## src/rtl/aline_acq_pkg.sv

```systemverilog
// ---------------------------------------------------------------------------
// aline_acq_pkg
// Shared definitions for the A-line acquisition sequencer: the controller
// state encoding and the default geometry (samples per A-line, A-lines per
// B-scan frame, RAM address width).
// ---------------------------------------------------------------------------
package aline_acq_pkg;

  typedef enum logic [1:0] {
    ST_IDLE    = 2'd0,
    ST_ARMED   = 2'd1,
    ST_ACQ     = 2'd2,
    ST_HANDOFF = 2'd3
  } acq_state_e;

  localparam int DEF_NSAMPLES = 1170;
  localparam int DEF_NALINES  = 512;
  localparam int DEF_AW       = 11;

endpackage

```

## src/rtl/aline_acq_sequencer_trig_sync.sv

```systemverilog
// ---------------------------------------------------------------------------
// trig_sync_edge
// Two-flop synchronizer for the asynchronous sweep trigger followed by a
// rising-edge detector.
//   clk     in  system clock
//   srst    in  synchronous active-high reset
//   async_i in  asynchronous trigger level
//   rise_o  out high for one cycle after a synchronized 0->1 transition
// ---------------------------------------------------------------------------
module trig_sync_edge (
  input  logic clk,
  input  logic srst,
  input  logic async_i,
  output logic rise_o
);

  logic sync1_q;
  logic sync2_q;
  logic sync3_q;

  always_ff @(posedge clk) begin
    if (srst) begin
      sync1_q <= 1'b0;
      sync2_q <= 1'b0;
      sync3_q <= 1'b0;
    end else begin
      sync1_q <= async_i;
      sync2_q <= sync1_q;
      sync3_q <= sync2_q;
    end
  end

  // sync3 is only the previous value of sync2, used for edge detection.
  assign rise_o = sync2_q & ~sync3_q;

endmodule

```

## src/rtl/aline_acq_sequencer.sv

```systemverilog
// ---------------------------------------------------------------------------
// aline_acq_sequencer
// Captures exactly NSAMPLES ADC samples per sweep trigger into one of two
// ping-pong A-line RAM banks, hands full banks to the readout side with a
// valid/ack handshake and counts A-lines per B-scan frame.
//   clk_system    in  system clock
//   global_reset  in  synchronous active-high reset
//   enable        in  arm acquisition (level)
//   sweep_trigger in  asynchronous laser sweep trigger
//   sample_valid  in  ADC sample strobe
//   wr_en/wr_addr/wr_bank out  registered RAM write port
//   ready_valid/ready_bank out, ready_ack in  readout handshake
//   acq_busy      out high while capturing
//   aline_index   out index of last completed A-line in the frame
//   frame_done    out one-cycle pulse when a frame completes
//   overflow      out sticky: trigger dropped because target bank was full
//   early_trig    out sticky: trigger arrived while capturing/handing off
// ---------------------------------------------------------------------------
module aline_acq_sequencer
  import aline_acq_pkg::*;
#(
  parameter int NSAMPLES = DEF_NSAMPLES,
  parameter int NALINES  = DEF_NALINES,
  parameter int AW       = DEF_AW
) (
  input  logic          clk_system,
  input  logic          global_reset,
  input  logic          enable,
  input  logic          sweep_trigger,
  input  logic          sample_valid,
  output logic          wr_en,
  output logic [AW-1:0] wr_addr,
  output logic          wr_bank,
  output logic          ready_valid,
  output logic          ready_bank,
  input  logic          ready_ack,
  output logic          acq_busy,
  output logic [15:0]   aline_index,
  output logic          frame_done,
  output logic          overflow,
  output logic          early_trig
);

  localparam logic [AW-1:0] LAST_ADDR = AW'(NSAMPLES - 1);
  localparam logic [15:0]   LAST_LINE = 16'(NALINES - 1);

  acq_state_e    state_q, state_d;
  logic [AW-1:0] cnt_q, cnt_d;
  logic          wb_ptr_q, wb_ptr_d;
  logic          rd_ptr_q, rd_ptr_d;
  logic [1:0]    bank_full_q, bank_full_d;
  logic [15:0]   line_cnt_q, line_cnt_d;
  logic [15:0]   aline_index_q, aline_index_d;
  logic          frame_done_q, frame_done_d;
  logic          overflow_q, overflow_d;
  logic          early_trig_q, early_trig_d;
  logic          wr_en_q, wr_en_d;
  logic [AW-1:0] wr_addr_q, wr_addr_d;
  logic          wr_bank_q, wr_bank_d;
  logic          acq_busy_q;
  logic          trig_rise;

  trig_sync_edge u_trig_sync (
    .clk     (clk_system),
    .srst    (global_reset),
    .async_i (sweep_trigger),
    .rise_o  (trig_rise)
  );

  always_comb begin
    state_d       = state_q;
    cnt_d         = cnt_q;
    wb_ptr_d      = wb_ptr_q;
    rd_ptr_d      = rd_ptr_q;
    bank_full_d   = bank_full_q;
    line_cnt_d    = line_cnt_q;
    aline_index_d = aline_index_q;
    frame_done_d  = 1'b0;
    overflow_d    = overflow_q;
    early_trig_d  = early_trig_q;
    wr_en_d       = 1'b0;
    wr_addr_d     = wr_addr_q;
    wr_bank_d     = wr_bank_q;

    // Readout side: an ack only counts while a full bank is presented.
    // The write side only ever sets the bank it owns, which is never the
    // bank being acknowledged, so both updates can land in one cycle.
    if (ready_ack && bank_full_q[rd_ptr_q]) begin
      bank_full_d[rd_ptr_q] = 1'b0;
      rd_ptr_d              = ~rd_ptr_q;
    end

    unique case (state_q)
      ST_IDLE: begin
        if (enable) begin
          state_d      = ST_ARMED;
          overflow_d   = 1'b0;
          early_trig_d = 1'b0;
        end
      end
      ST_ARMED: begin
        if (!enable) begin
          state_d = ST_IDLE;
        end else if (trig_rise) begin
          if (!bank_full_q[wb_ptr_q]) begin
            state_d = ST_ACQ;
            cnt_d   = '0;
          end else begin
            overflow_d = 1'b1;
          end
        end
      end
      ST_ACQ: begin
        if (trig_rise) early_trig_d = 1'b1;
        if (sample_valid) begin
          wr_en_d   = 1'b1;
          wr_addr_d = cnt_q;
          wr_bank_d = wb_ptr_q;
          cnt_d     = cnt_q + AW'(1);
          if (cnt_q == LAST_ADDR) state_d = ST_HANDOFF;
        end
      end
      ST_HANDOFF: begin
        if (trig_rise) early_trig_d = 1'b1;
        bank_full_d[wb_ptr_q] = 1'b1;
        wb_ptr_d              = ~wb_ptr_q;
        // line_cnt_q is the index this A-line occupies in the frame.
        aline_index_d         = line_cnt_q;
        if (line_cnt_q == LAST_LINE) begin
          line_cnt_d   = '0;
          frame_done_d = 1'b1;
        end else begin
          line_cnt_d = line_cnt_q + 16'd1;
        end
        state_d = enable ? ST_ARMED : ST_IDLE;
      end
      default: state_d = ST_IDLE;
    endcase
  end

  always_ff @(posedge clk_system) begin
    if (global_reset) begin
      state_q       <= ST_IDLE;
      cnt_q         <= '0;
      wb_ptr_q      <= 1'b0;
      rd_ptr_q      <= 1'b0;
      bank_full_q   <= 2'b00;
      line_cnt_q    <= '0;
      aline_index_q <= '0;
      frame_done_q  <= 1'b0;
      overflow_q    <= 1'b0;
      early_trig_q  <= 1'b0;
      wr_en_q       <= 1'b0;
      wr_addr_q     <= '0;
      wr_bank_q     <= 1'b0;
      acq_busy_q    <= 1'b0;
    end else begin
      state_q       <= state_d;
      cnt_q         <= cnt_d;
      wb_ptr_q      <= wb_ptr_d;
      rd_ptr_q      <= rd_ptr_d;
      bank_full_q   <= bank_full_d;
      line_cnt_q    <= line_cnt_d;
      aline_index_q <= aline_index_d;
      frame_done_q  <= frame_done_d;
      overflow_q    <= overflow_d;
      early_trig_q  <= early_trig_d;
      wr_en_q       <= wr_en_d;
      wr_addr_q     <= wr_addr_d;
      wr_bank_q     <= wr_bank_d;
      acq_busy_q    <= (state_d == ST_ACQ);
    end
  end

  assign wr_en       = wr_en_q;
  assign wr_addr     = wr_addr_q;
  assign wr_bank     = wr_bank_q;
  assign ready_valid = bank_full_q[rd_ptr_q];
  assign ready_bank  = rd_ptr_q;
  assign acq_busy    = acq_busy_q;
  assign aline_index = aline_index_q;
  assign frame_done  = frame_done_q;
  assign overflow    = overflow_q;
  assign early_trig  = early_trig_q;

endmodule

```

## config.mk

```make
export PLATFORM = sky130hd
export DESIGN_NAME = aline_acq_sequencer
export DESIGN_NICKNAME = d
export VERILOG_FILES = /design/src/rtl/aline_acq_pkg.sv /design/src/rtl/aline_acq_sequencer_trig_sync.sv /design/src/rtl/aline_acq_sequencer.sv
export SDC_FILE = /design/constraint.sdc
export NUM_CORES = 1
export LEC_CHECK = 0
export CORE_MARGIN = 2
export CORE_UTILIZATION = 50
export DETAILED_ROUTE_END_ITERATION = 8
export PLACE_DENSITY = 0.73
export REMOVE_ABC_BUFFERS = 1
export SYNTH_ARGS = -nofsm -noshare
export SYNTH_HDL_FRONTEND = slang
export SYNTH_HIERARCHICAL = 1
export SYNTH_SLANG_ARGS = --single-unit
```

## constraint.sdc

```tcl
create_clock -name clk_system -period 1.78 [get_ports clk_system]
set_clock_uncertainty 0.1 [all_clocks]
set_input_delay 0.267 -clock clk_system [delete_from_list [all_inputs] [get_ports clk_system]]
set_output_delay 0.267 -clock clk_system [all_outputs]
set_load 0.02 [all_outputs]
```

==> out/qor.txt <==
outcome -> finished, final reports clean
diodes inserted -> 0
worst slack at placement -> -0.165 ns
Iter 0 DRT Violations -> 139
CP max FO -> 6
CTS Hold Bufs -> 0
Synth Cell Area -> 2830 µm²
largest net degree at the start of global routing -> 43
Synth area leaders -> dfxtp_1, nand2_1, a21oi_1, nor2_1, nand4_1
RSZ-0062 raised after global routing -> yes
cts bufs inserted -> 9
total number of vias -> 2483
die span in x -> 79.3 µm
remaining antenna violation count -> 0
sequential group share of total power -> 0.535
RD Place Congestion -> 0.844
Fmax achieved -> 0.584 GHz
Lkg Pwr -> 1.24 nW
sequential area share after synthesis -> 0.488
top-count cell post-synth -> nand2_1
fillcell total -> 477
Netlist cell types -> 42
Setup crit end kind -> output pin
Yosys top cell by area -> dfxtp_1
Slew HR -> 0.728
fin nets -> 402
TritonCTS clock tree -> done
Switching Share -> 0.209
clock buffer depth -> 2
Post-synth EDFFs -> 0
worst hold path type -> reg -> reg
Finished Layout Cells -> 469
height of the die -> 79.3 µm
# port buffers -> 40
Net Sw Power -> 0.607 mW
CTS Sinks -> 69
Slew Limit Fails -> 0
Yosys reg bits -> 69
share of layout cells above drive strength 1 -> 0.128
syn avg cell area -> 8.41 µm²
GRT Total Usage -> 0.212
max cap viols -> 0
Final Total Pwr -> 2.90 mW
top_reg_cell synth -> dfxtp_1
Worst-path clk slew -> 0.07 ns
Int Pwr -> 2.29 mW
Clock Power Share -> 0.437
placed insts -> 452
Yosys warnings -> 6
starting density of the core -> 0.518
DR vias/cell -> 5.29
number of cells produced by synthesis -> 337
Detailed Routing Iterations Pass 1 -> 4
FP Rows -> 27
combinational power share -> 0.028
CP arrival -> 1.35 ns
Routed WL -> 6120 µm
Residual DRC -> 0
clock root buffer -> clkbuf_8
post-detail-place hpwl -> 4260 µm
Yosys top cell area share -> 0.488
endpoints failing setup -> 0
Hold Vio Cnt, Final -> 0
crit start category -> flop
Tightest Pin Transition -> 0.405 ns
I/O pin cnt -> 41
initial antenna violation count -> 0
full die area -> 6280 µm²
worst vdd ir -> 0.464 mV
H-tree level count -> 3
slack of the critical path -> 0.0674 ns
area grow syn2layout -> 28.4%
period utilization -> 0.962
gr ovfl total -> 0
core box area -> 5470 µm²
power per cell area -> 797 nW/µm²
clk_lat worst skew -> 0.33 ns
setup TNS -> 0 ns
global-route wire length before repair -> 10600 µm
WL/cell -> 13.0 µm
Period minus WS final -> 1.71 ns
critical path type -> reg -> out
Post-synth ARST share -> 0
Worst Path Required -> 1.41 ns
number of global-route vias before repair -> 2285
commonest cells in the netlist -> nand2_1, dfxtp_1, a21oi_1
## layout by cell type (no fill, tap or decap), drive strengths merged, types with 3 or more instances in the layout
| master | count |
|---|---|
| a21oi | 45 |
| and2 | 4 |
| and4 | 3 |
| buf | 26 |
| clkbuf | 11 |
| clkdlybuf4s50 | 39 |
| dfxtp | 69 |
| ha | 3 |
| inv | 5 |
| nand2 | 70 |
| nand3 | 11 |
| nand4 | 13 |
| nor2 | 22 |
| nor2b | 6 |
| nor3 | 8 |
| nor4 | 5 |
| o21ai | 9 |
| o31ai | 3 |
| or3 | 7 |
| xnor2 | 9 |
| xor2 | 6 |
## flip-flops by register name, summed over array words and instances (netlist names)
name	count
wr_en	1
u_trig_sync/sync2_q	1
frame_done	1
line_cnt_q	16
early_trig	1
aline_index	16
wr_bank	1
bank_full_q	2
ready_bank	1
wb_ptr_q	1
u_trig_sync/sync3_q	1
state_q	2
overflow	1
cnt_q	11
u_trig_sync/sync1_q	1
acq_busy	1
wr_addr	11
## layout make-up
| cell class | count | area [µm²] | share of cell area |
|---|---|---|---|
| Clock buffer | 11 | 151 | 0.0416 |
| Clock inverter | 4 | 47.5 | 0.0131 |
| Inverter | 5 | 18.8 | 0.00516 |
| Multi-Input combinational cell | 242 | 1340 | 0.368 |
| Sequential cell | 69 | 1390 | 0.381 |
| Tap cell | 72 | 90.1 | 0.0248 |
| Timing Repair Buffer | 66 | 607 | 0.167 |
## repair_timing
action | CTS | global route
gates cloned | 0 | 0
pin swaps | 0 | 1
resized for setup | 2 | 2
setup buffers | 0 | 2
endpoints found under the hold margin | 0 | 0
endpoints found under the setup margin | 1 | 10
## worst max-delay path: stages, from the launching register on
cell           delay [ns]
dfxtp_4              0.37
mux2_2               0.33
dlygate4sd2_1        0.32
## layer usage
| layer | GRT usage | part of all wire | vias to the layer above |
|---|---|---|---|
| met5 | 0 | 0 | - |
| met4 | 0.0983 | 0.0090 | 0 |
| met3 | 0.0341 | 0.052 | 5 |
| met2 | 0.325 | 0.45 | 64 |
| met1 | 0.294 | 0.49 | 1135 |
| li1 | - | - | 1279 |
## cells by family after synthesis
family | Yosys count | synth area share
flops | 69 | 0.488
simple gates | 159 | 0.273
fa+ha+maj | 3 | 0.0133
buf+inv | 26 | 0.0420
compound gates | 61 | 0.118
mux | 4 | 0.0194
xor+xnor | 15 | 0.0464
## per-stage QoR
step	instance area (µm²)	util	hold slack, ns
global route	3640	0.665	0.357
detailed placement	3420	0.624	0.336
CTS	3610	0.660	0.352
floorplan	2730	-	0.236
finish	3640	0.665	0.343
global placement	3420	0.624	0.329
## power groups by stage
stage,sequential [mW],clock [mW],combinational (mW)
6_report,1.55,1.27,0.0801
5_1_grt,1.55,1.37,0.0873
4_1_cts,1.55,1.29,0.0766
3_5_place_dp,1.59,0,0.0759
3_3_place_gp,1.59,0,0.0753
2_1_floorplan,1.59,0,0.0223
## path summary, 6_finish.rpt
| path | end | cells after the start | startpoint | slack, ns |
|---|---|---|---|---|
| max | ready_valid | 2 | ready_bank | 0.07 |
| min | u_trig_sync/sync2_q | 1 | u_trig_sync/sync1_q | 0.34 |
| max reg2reg | cnt_q[5] | 6 | u_trig_sync/sync2_q | 0.10 |
| min reg2reg | u_trig_sync/sync2_q | 1 | u_trig_sync/sync1_q | 0.34 |
(Power assumes the default switching activity.)
